### config.mk
export PLATFORM = sky130hd
export DESIGN_NAME = imem_boot_loader
export DESIGN_NICKNAME = d
export VERILOG_FILES = /design/src/rtl/imem_boot_loader.sv
export SDC_FILE = /design/constraint.sdc
export NUM_CORES = 1
export LEC_CHECK = 0
export ABC_AREA = 1
export BUFFER_PORTS_ARGS = -buffer_cell sky130_fd_sc_hd__buf_2
export CORE_MARGIN = 1.5
export CORE_UTILIZATION = 61
export CTS_CLUSTER_DIAMETER = 80
export DETAILED_ROUTE_END_ITERATION = 6
export GPL_TIMING_DRIVEN = 0
export HOLD_SLACK_MARGIN = 0.1
export PLACE_DENSITY = 0.84
export REMOVE_ABC_BUFFERS = 1
export SLEW_MARGIN = 15
export SYNTH_ARGS = -nofsm -noshare
export SYNTH_HDL_FRONTEND = slang
export SYNTH_SLANG_ARGS = --single-unit
### constraint.sdc
create_clock -name clock -period 3.9 [get_ports clock]
set_input_delay 0.585 -clock clock [delete_from_list [all_inputs] [get_ports clock]]
set_output_delay 0.585 -clock clock [all_outputs]
set_load 0.005 [all_outputs]
### src/rtl/imem_boot_loader.sv
// Byte-stream boot loader: 16-bit word count header, then LSB-first 32-bit words written to imem from address 0.
// Write strobe one cycle after a word's 4th byte; never backpressures mid-stream; core released RESET_HOLD cycles after last write.
module imem_boot_loader #(
   parameter int ADDR_W     = 8,
   parameter int DEPTH      = 256,
   parameter int RESET_HOLD = 4
) (
   input  logic              clock,
   input  logic              rst,
   input  logic              in_valid,
   input  logic [7:0]        in_data,
   output logic              in_ready,
   output logic              imem_we,
   output logic [ADDR_W-1:0] imem_addr,
   output logic [31:0]       imem_wdata,
   output logic              core_rst,
   output logic              done,
   output logic              err
);

   typedef enum logic [2:0] {
      LEN_LO,
      LEN_HI,
      DATA,
      HOLD,
      RUN,
      ERR
   } state_t;

   localparam int                HOLD_W    = (RESET_HOLD > 1) ? $clog2(RESET_HOLD) : 1;
   localparam logic [HOLD_W-1:0] HOLD_LAST = HOLD_W'(RESET_HOLD - 1);
   localparam logic [16:0]       DEPTH_L   = 17'(DEPTH);

   state_t              state;
   state_t              state_nxt;
   logic [15:0]         len_q;
   logic [23:0]         word_buf;
   logic [1:0]          byte_cnt;
   logic [ADDR_W:0]     word_cnt;
   logic [HOLD_W-1:0]   hold_cnt;
   logic                xfer;
   logic                word_fire;
   logic [16:0]         len_full;
   logic [16:0]         word_cnt_ext;

   // Full header value as it completes in LEN_HI (high byte still on the bus).
   assign len_full     = {1'b0, in_data, len_q[7:0]};
   assign word_cnt_ext = 17'(word_cnt);
   assign xfer         = in_valid & in_ready;
   assign word_fire    = xfer && (state == DATA) && (byte_cnt == 2'd3);

   always_comb begin
      state_nxt = state;
      in_ready  = 1'b0;
      case (state)
         LEN_LO: begin
            in_ready = 1'b1;
            if (in_valid) state_nxt = LEN_HI;
         end
         LEN_HI: begin
            in_ready = 1'b1;
            if (in_valid) begin
               if (len_full == 17'd0)
                  state_nxt = HOLD;
               else if (len_full > DEPTH_L)
                  state_nxt = ERR;
               else
                  state_nxt = DATA;
            end
         end
         DATA: begin
            in_ready = 1'b1;
            if (in_valid && (byte_cnt == 2'd3) && (word_cnt_ext + 17'd1 == {1'b0, len_q}))
               state_nxt = HOLD;
         end
         HOLD: begin
            if (hold_cnt == HOLD_LAST) state_nxt = RUN;
         end
         RUN:     state_nxt = RUN;
         ERR:     state_nxt = ERR;
         default: state_nxt = LEN_LO;
      endcase
      if (rst) in_ready = 1'b0;
   end

   always_ff @(posedge clock) begin
      if (rst) begin
         state      <= LEN_LO;
         len_q      <= 16'd0;
         word_buf   <= 24'd0;
         byte_cnt   <= 2'd0;
         word_cnt   <= '0;
         hold_cnt   <= '0;
         imem_we    <= 1'b0;
         imem_addr  <= '0;
         imem_wdata <= 32'd0;
         core_rst   <= 1'b1;
         done       <= 1'b0;
         err        <= 1'b0;
      end else begin
         state   <= state_nxt;
         imem_we <= word_fire;

         if (xfer && (state == LEN_LO)) len_q[7:0]  <= in_data;
         if (xfer && (state == LEN_HI)) len_q[15:8] <= in_data;

         if (xfer && (state == DATA)) begin
            byte_cnt <= byte_cnt + 2'd1;
            case (byte_cnt)
               2'd0:    word_buf[7:0]   <= in_data;
               2'd1:    word_buf[15:8]  <= in_data;
               2'd2:    word_buf[23:16] <= in_data;
               default: ;
            endcase
         end

         // Fourth byte bypasses the buffer so the word lands one cycle after it.
         if (word_fire) begin
            imem_wdata <= {in_data, word_buf};
            imem_addr  <= word_cnt[ADDR_W-1:0];
            word_cnt   <= word_cnt + 1'b1;
         end

         hold_cnt <= (state == HOLD) ? hold_cnt + 1'b1 : '0;
         core_rst <= (state_nxt != RUN);
         done     <= (state_nxt == RUN);
         err      <= (state_nxt == ERR);
      end
   end

endmodule

==> out/results.ini, run 1 <==
[clocking]
cts_resized=0
htreeDepth=3
cts_hold_buf=0
cts_tree=yes
cts_buffers=9
cts_root_buf=clkbuf_8
clk_pin_slew_ns=0.09
clockBufferDepth=2
post_cts_buffers=0
clock_sinks=100
insertion_delay_ns=0.38

[routing]
finalWirelength_mm=8.88
drc=0
initialDrtViolationCount=245
wl_per_cell_um=13.3
ant_nets=0
viasPerCell=5.43
num_vias=3622
first_pass_iters=5

[place]
portBuffers=55
hpwl_mm=5.82
dpl.cell_count=651
gp_congestion=0.866
place_ws_ns=0.547
dpl-instance-area_mm2=0.00431

[timing]
slew_headroom_pct=34.8
rsz0062_at_grt=false
fin_skew_ns=0.0128
fin_crit_ns=2.83
slew_violations=0
tns_ns=0
finalHoldViolations=0
fmax_ghz=0.354
period_share_pct=72.5
setup_viol=0
layout_setup_ws_ns=1.07
tightest_slew_ns=0.978

[synth]
ys_ff_latch=100
synthAdderAreaFrac_pct=1.85
synth_compound_area_share_pct=17.4
synthDistinctLibCells=32
ys.warnings.count=0
synth_cells=542
synthMuxAreaShare_pct=0
synth_xor_area_share_pct=0.431
synthesis.area_mm2=0.00406
synth_top_family_by_area=simple AND/OR/NAND/NOR gates
avgSynthCellArea_um2=7.49
yosysSeqAreaShare_pct=49.3
yosys.area_share.simple_pct=23.4

[global_route]
gr-usage-met1_pct=32.3
grt_max_degree=94
use_met2_pct=43.1
grt_pass1_wl_mm=14.8
grt_pass1_vias=3306
grt_busiest_layer=met2
antenna_found_initial=0
globalRouteMet3Util_pct=5.60
grt_overflow=0
grt.total_usage_pct=25.6

[cells_and_area]
stdcell_area_mm2=0.00452
drive_above_1_share_pct=15.4
final_cells=667
n_antenna_cell=0
syn_to_final_growth_pct=11.2
num-nets-final=602

[critical_path]
path_cells=buf_2 > clkinv_2 > nand3_2 > nor2_4 > nand2_2 > inv_4 > nand2_4 > inv_4 > o21ai_0 > a31oi_1
critPathMaxStageDelay_ns=0.76
critPathLaunchType=input port
worstSetupPathType=in2reg
cp_max_fo=93
r2r.worst_path.cells=9
r2r_start=state[1]$_SDFF_PP0_
cp_top_family=buffers and inverters
cp.required_ns=4.13
cp_common_cell=inv_4
cp_slowest_cell=clkinv_2
r2r_slack_ns=1.78
crit_path_end_kind=flop
r2r-end=word_cnt[3]$_SDFFE_PP0P_
cp_data_arrival_time_ns=3.06
cp.buffers_inverters=4

[floorplan]
dieArea_mm2=0.00716
core_mm2=0.00639
start_util_pct=63.6
num_rows=29
die_height_um=84.6
pin_count=56
die_w_um=84.6

[worst_hold_path]
hp-start=hold_cnt[0]$_SDFF_PP0_
hold_path_depth=1
hold_end=hold_cnt[0]$_SDFF_PP0_
hold_path_class=reg2reg

[status]
status=complete, no violations

[power]
p_leak_nw=1.95
ir_drop_uv=283
p_per_area_mw_per_mm2=408

[job]
drv_cap=0

==> where the power goes <==
| part | total, mW | internal (mW) | switching [mW] |
|---|---|---|---|
| logic | 0.107 | 0.0344 | 0.0721 |
| clock network | 0.693 | 0.325 | 0.368 |
| registers | 1.04 | 1.03 | 0.00920 |
==> synth_stat cells <==
| library cell | number | area, µm² |
|---|---|---|
| clkbuf_1 | 11 | 41.3 |
| o21ai_0 | 80 | 400 |
| xor2_1 | 1 | 8.76 |
| nand3b_1 | 2 | 15.0 |
| inv_4 | 2 | 12.5 |
| nand2_2 | 6 | 37.5 |
| a31oi_1 | 4 | 25.0 |
| inv_2 | 6 | 22.5 |
| nand4_1 | 6 | 37.5 |
| clkbuf_2 | 2 | 10.0 |
| nor3_1 | 2 | 10.0 |
| and3_1 | 1 | 6.26 |
| inv_1 | 40 | 150 |
| nor2_4 | 1 | 11.3 |
| buf_4 | 5 | 37.5 |
| nand2_4 | 1 | 11.3 |
| ha_1 | 6 | 75.1 |
| xnor2_1 | 1 | 8.76 |
| o21ai_1 | 16 | 80.1 |
| nand3_2 | 3 | 30.0 |
| a21oi_1 | 39 | 195 |
| nor4_1 | 1 | 6.26 |
| nor2_2 | 2 | 12.5 |
| dfxtp_1 | 100 | 2000 |
| nor2_1 | 124 | 465 |
| buf_2 | 2 | 10.0 |
| buf_1 | 1 | 3.75 |
| buf_6 | 2 | 22.5 |
| nand3_1 | 20 | 100 |
| or2_1 | 1 | 6.26 |
| o31ai_1 | 1 | 7.51 |
| nand2_1 | 53 | 199 |
==> cell type report <==
type                       count  area (µm²)
tap                           77        96.3
sequential                   100        2000
multi-input combinational    371        1750
timing repair buffer          55         275
clock buffer                  11         141
inverter                      48         186
fill                         534        1870
clock inverter                 5        67.6
==> placed cells by master, fill, tap and decap left out, drive strengths merged, types with 2 or more instances in the layout <==
| cell type | instances |
|---|---|
| a21oi | 39 |
| a31oi | 4 |
| buf | 55 |
| clkbuf | 11 |
| clkinv | 2 |
| dfxtp | 100 |
| ha | 6 |
| inv | 50 |
| nand2 | 60 |
| nand3 | 23 |
| nand3b | 2 |
| nand4 | 6 |
| nor2 | 127 |
| nor3 | 2 |
| o21ai | 96 |
==> kinds of logic (layout without fill, tap and decap cells) <==
| logic type | after synthesis | after routing |
|---|---|---|
| flip-flops | 100 | 100 |
| AND/OR/NAND/NOR | 223 | 223 |
| XOR/XNOR | 2 | 2 |
| adder cells (fa/ha/maj) | 6 | 6 |
| AO/OA/AOI/OAI | 140 | 140 |
| buffers and inverters | 71 | 119 |
==> layer usage <==
layer  wire length, µm  part of all wire (%)
met2              4330                    49
met1              4040                    46
met4               126                   1.4
met5                 0                     0
met3               381                   4.3
==> sequential cells by signal, summed over array words and instances, names as in the netlist, 2 cells and up <==
name	cells
word_buf	24
len_q	16
imem_addr	8
word_cnt	9
state	3
imem_wdata	32
byte_cnt	2
hold_cnt	2
==> how the worst max path moves through the flow <==
| stage | cells past startpoint | to | from |
|---|---|---|---|
| 2_1_floorplan | 9 | word_cnt[3]$_SDFFE_PP0P_ | rst |
| 3_3_place_gp | 10 | word_cnt[4]$_SDFFE_PP0P_ | rst |
| 3_5_place_dp | 10 | word_cnt[3]$_SDFFE_PP0P_ | rst |
| 4_1_cts | 10 | word_cnt[3]$_SDFFE_PP0P_ | rst |
| 5_1_grt | 10 | word_cnt[3]$_SDFFE_PP0P_ | rst |
| 6_report | 10 | word_cnt[3]$_SDFFE_PP0P_ | rst |
==> metrics by stage <==
step / hold WS [ns] / util (%) / power, mW
6_report: 0.433 / 70.7 / 1.84
5_1_grt: 0.450 / 70.7 / 1.91
4_1_cts: 0.436 / 70.7 / 1.85
3_5_place_dp: 0.424 / 67.5 / 1.17
3_3_place_gp: 0.414 / 67.5 / 1.17
2_1_floorplan: 0.404 / - / 1.14
Note: power is estimated with default switching activity, not from simulation.
==> inputs of run 2 (changes only) <==
CORE_UTILIZATION = 51   (was 61)
PLACE_DENSITY = 0.75   (was 0.84)
clock period = 2.5 ns   (was 3.9 ns; I/O delays follow)
==> run 2 against run 1 <==
  * Cell area increased by 1.2%
  * Sequential power increased by 57%
  * Critical path depth unchanged
  * Cell count increased by 3.7%
  * Non-clock buffer count unchanged
  * Via count increased by 0.44%
  * Total power increased by 60%
  * Critical path type unchanged
  * Largest power group unchanged
==> out/results.ini, run 2 (synthesis results as in run 1) <==
[place]
hpwl_mm=5.74
dpl-instance-area_mm2=0.00434
gp_congestion=0.915
dpl.cell_count=676
portBuffers=55
place_ws_ns=-0.686

[timing]
period_share_pct=84.1
slew_headroom_pct=65.2
layout_setup_ws_ns=0.398
slew_violations=0
fmax_ghz=0.476
tightest_slew_ns=0.523
rsz0062_at_grt=false
setup_viol=0
finalHoldViolations=0
fin_crit_ns=2.10
fin_skew_ns=0.00898
tns_ns=0

[worst_hold_path]
hold_path_class=in2reg
hp-start=rst
hold_path_depth=2

[critical_path]
r2r.worst_path.cells=13
crit_start=rst
r2r_start=word_cnt[0]$_SDFFE_PP0P_
cp_max_fo=93
r2r_slack_ns=0.45
cp.required_ns=2.80
cp_data_arrival_time_ns=2.40
worstSetupPathType=in2reg
critPathLaunchType=input port
crit_path_end_kind=flop

[global_route]
grt_overflow=0
grt_pass1_vias=3307
grt_pass1_wl_mm=14.9
grt_max_degree=94
grt.total_usage_pct=22.0
antenna_found_initial=0

[cells_and_area]
final_cells=692
multi_input_area_mm2=0.00175
largest_register=imem_wdata
mostFrequentLayoutCells=nor2_1 (124), dfxtp_1 (100), o21ai_0 (80), buf_2 (55), nand2_1 (53)
num-nets-final=602
syn_to_final_growth_pct=12.5
ff_latch_area_mm2=0.00200
n_antenna_cell=0
layout_commonest_cell=nor2_1
drive_above_1_share_pct=15.4
stdcell_area_mm2=0.00457
nFillCells=737
largestRegisters=imem_wdata (32), word_buf (24), len_q (16)
largest_reg_flops=32

[routing]
wl_per_cell_um=12.7
num_vias=3638
first_pass_iters=5
drc=0
viasPerCell=5.26
initialDrtViolationCount=214
ant_nets=0
finalWirelength_mm=8.81

[floorplan]
num_rows=32
pin_count=56
core_mm2=0.00773
start_util_pct=52.6
die_w_um=92.2
die_height_um=92.2
dieArea_mm2=0.00851

[clocking]
insertion_delay_ns=0.37
cts_root_buf=clkbuf_8
clk_pin_slew_ns=0.09
post_cts_buffers=0
cts_buffers=9
clockBufferDepth=2
clock_sinks=100
cts_tree=yes
cts_hold_buf=0
htreeDepth=3

[status]
status=complete, no violations

[power]
p_per_area_mw_per_mm2=645
fin_total_pwr_mw=2.95
ir_drop_uv=372
p_leak_nw=1.96

[job]
drv_cap=0

==> run 2: cell types whose count changed in the layout (fill, tap and decap cells not counted) <==
cell and change:
inv_8 -1, inv_4 -1, bufinv_16 +1, inv_6 +1
==> run 2: power breakdown <==
| part | leakage (nW) | internal [mW] | switching (mW) | total [mW] |
|---|---|---|---|---|
| sequential | 0.807 | 1.61 | 0.0142 | 1.63 |
| clock | 0.114 | 0.596 | 0.556 | 1.15 |
| combinational | 1.04 | 0.0528 | 0.114 | 0.167 |
==> run 2: final timing paths <==
check / end
worst max-delay path: word_cnt[7]$_SDFFE_PP0P_
worst min-delay path: imem_addr[0]$_SDFFE_PP0P_
worst max register to register: state[0]$_SDFF_PP0_
worst min register to register: hold_cnt[0]$_SDFF_PP0_
==> run 2: metrics by stage <==
step	hold WS, ns	util [%]
floorplan	0.404	-
global placement	0.416	56.2
detailed placement	0.422	56.2
CTS	0.258	59.1
global route	0.303	59.1
finish	0.278	59.1
==> run 2: layout make-up <==
class | count | share of cell area (%)
Sequential cell | 100 | 43.8
Multi-Input combinational cell | 371 | 38.3
Timing Repair Buffer | 55 | 6.02
Inverter | 48 | 4.22
Clock buffer | 11 | 3.09
Tap cell | 102 | 2.79
Clock inverter | 5 | 1.81
==> run 2: critical path, cell delays in order <==
cell and delay [ns]:
buf_2 0.15, inv_6 0.39, nand3_2 0.18, nor2_4 0.13
nand2_2 0.11, inv_4 0.10, nand2_4 0.22, inv_6 0.42
o21ai_0 0.13, a31oi_1 0.15
==> run 2: repair_timing <==
| action | CTS | global route |
|---|---|---|
| gates cloned | 0 | 0 |
| resized for setup | 1 | 2 |
| setup endpoints to repair | 49 | 48 |
| endpoints found under the hold margin | 0 | 0 |
==> run 2: layer usage <==
| metal | share of wire, % | vias up | global-route usage [%] |
|---|---|---|---|
| met5 | 0 | - | 0 |
| met4 | 1.6 | 0 | 9.36 |
| met3 | 4.1 | 12 | 2.65 |
| met2 | 48 | 80 | 37.3 |
| met1 | 46 | 1690 | 28.0 |
| li1 | - | 1856 | - |
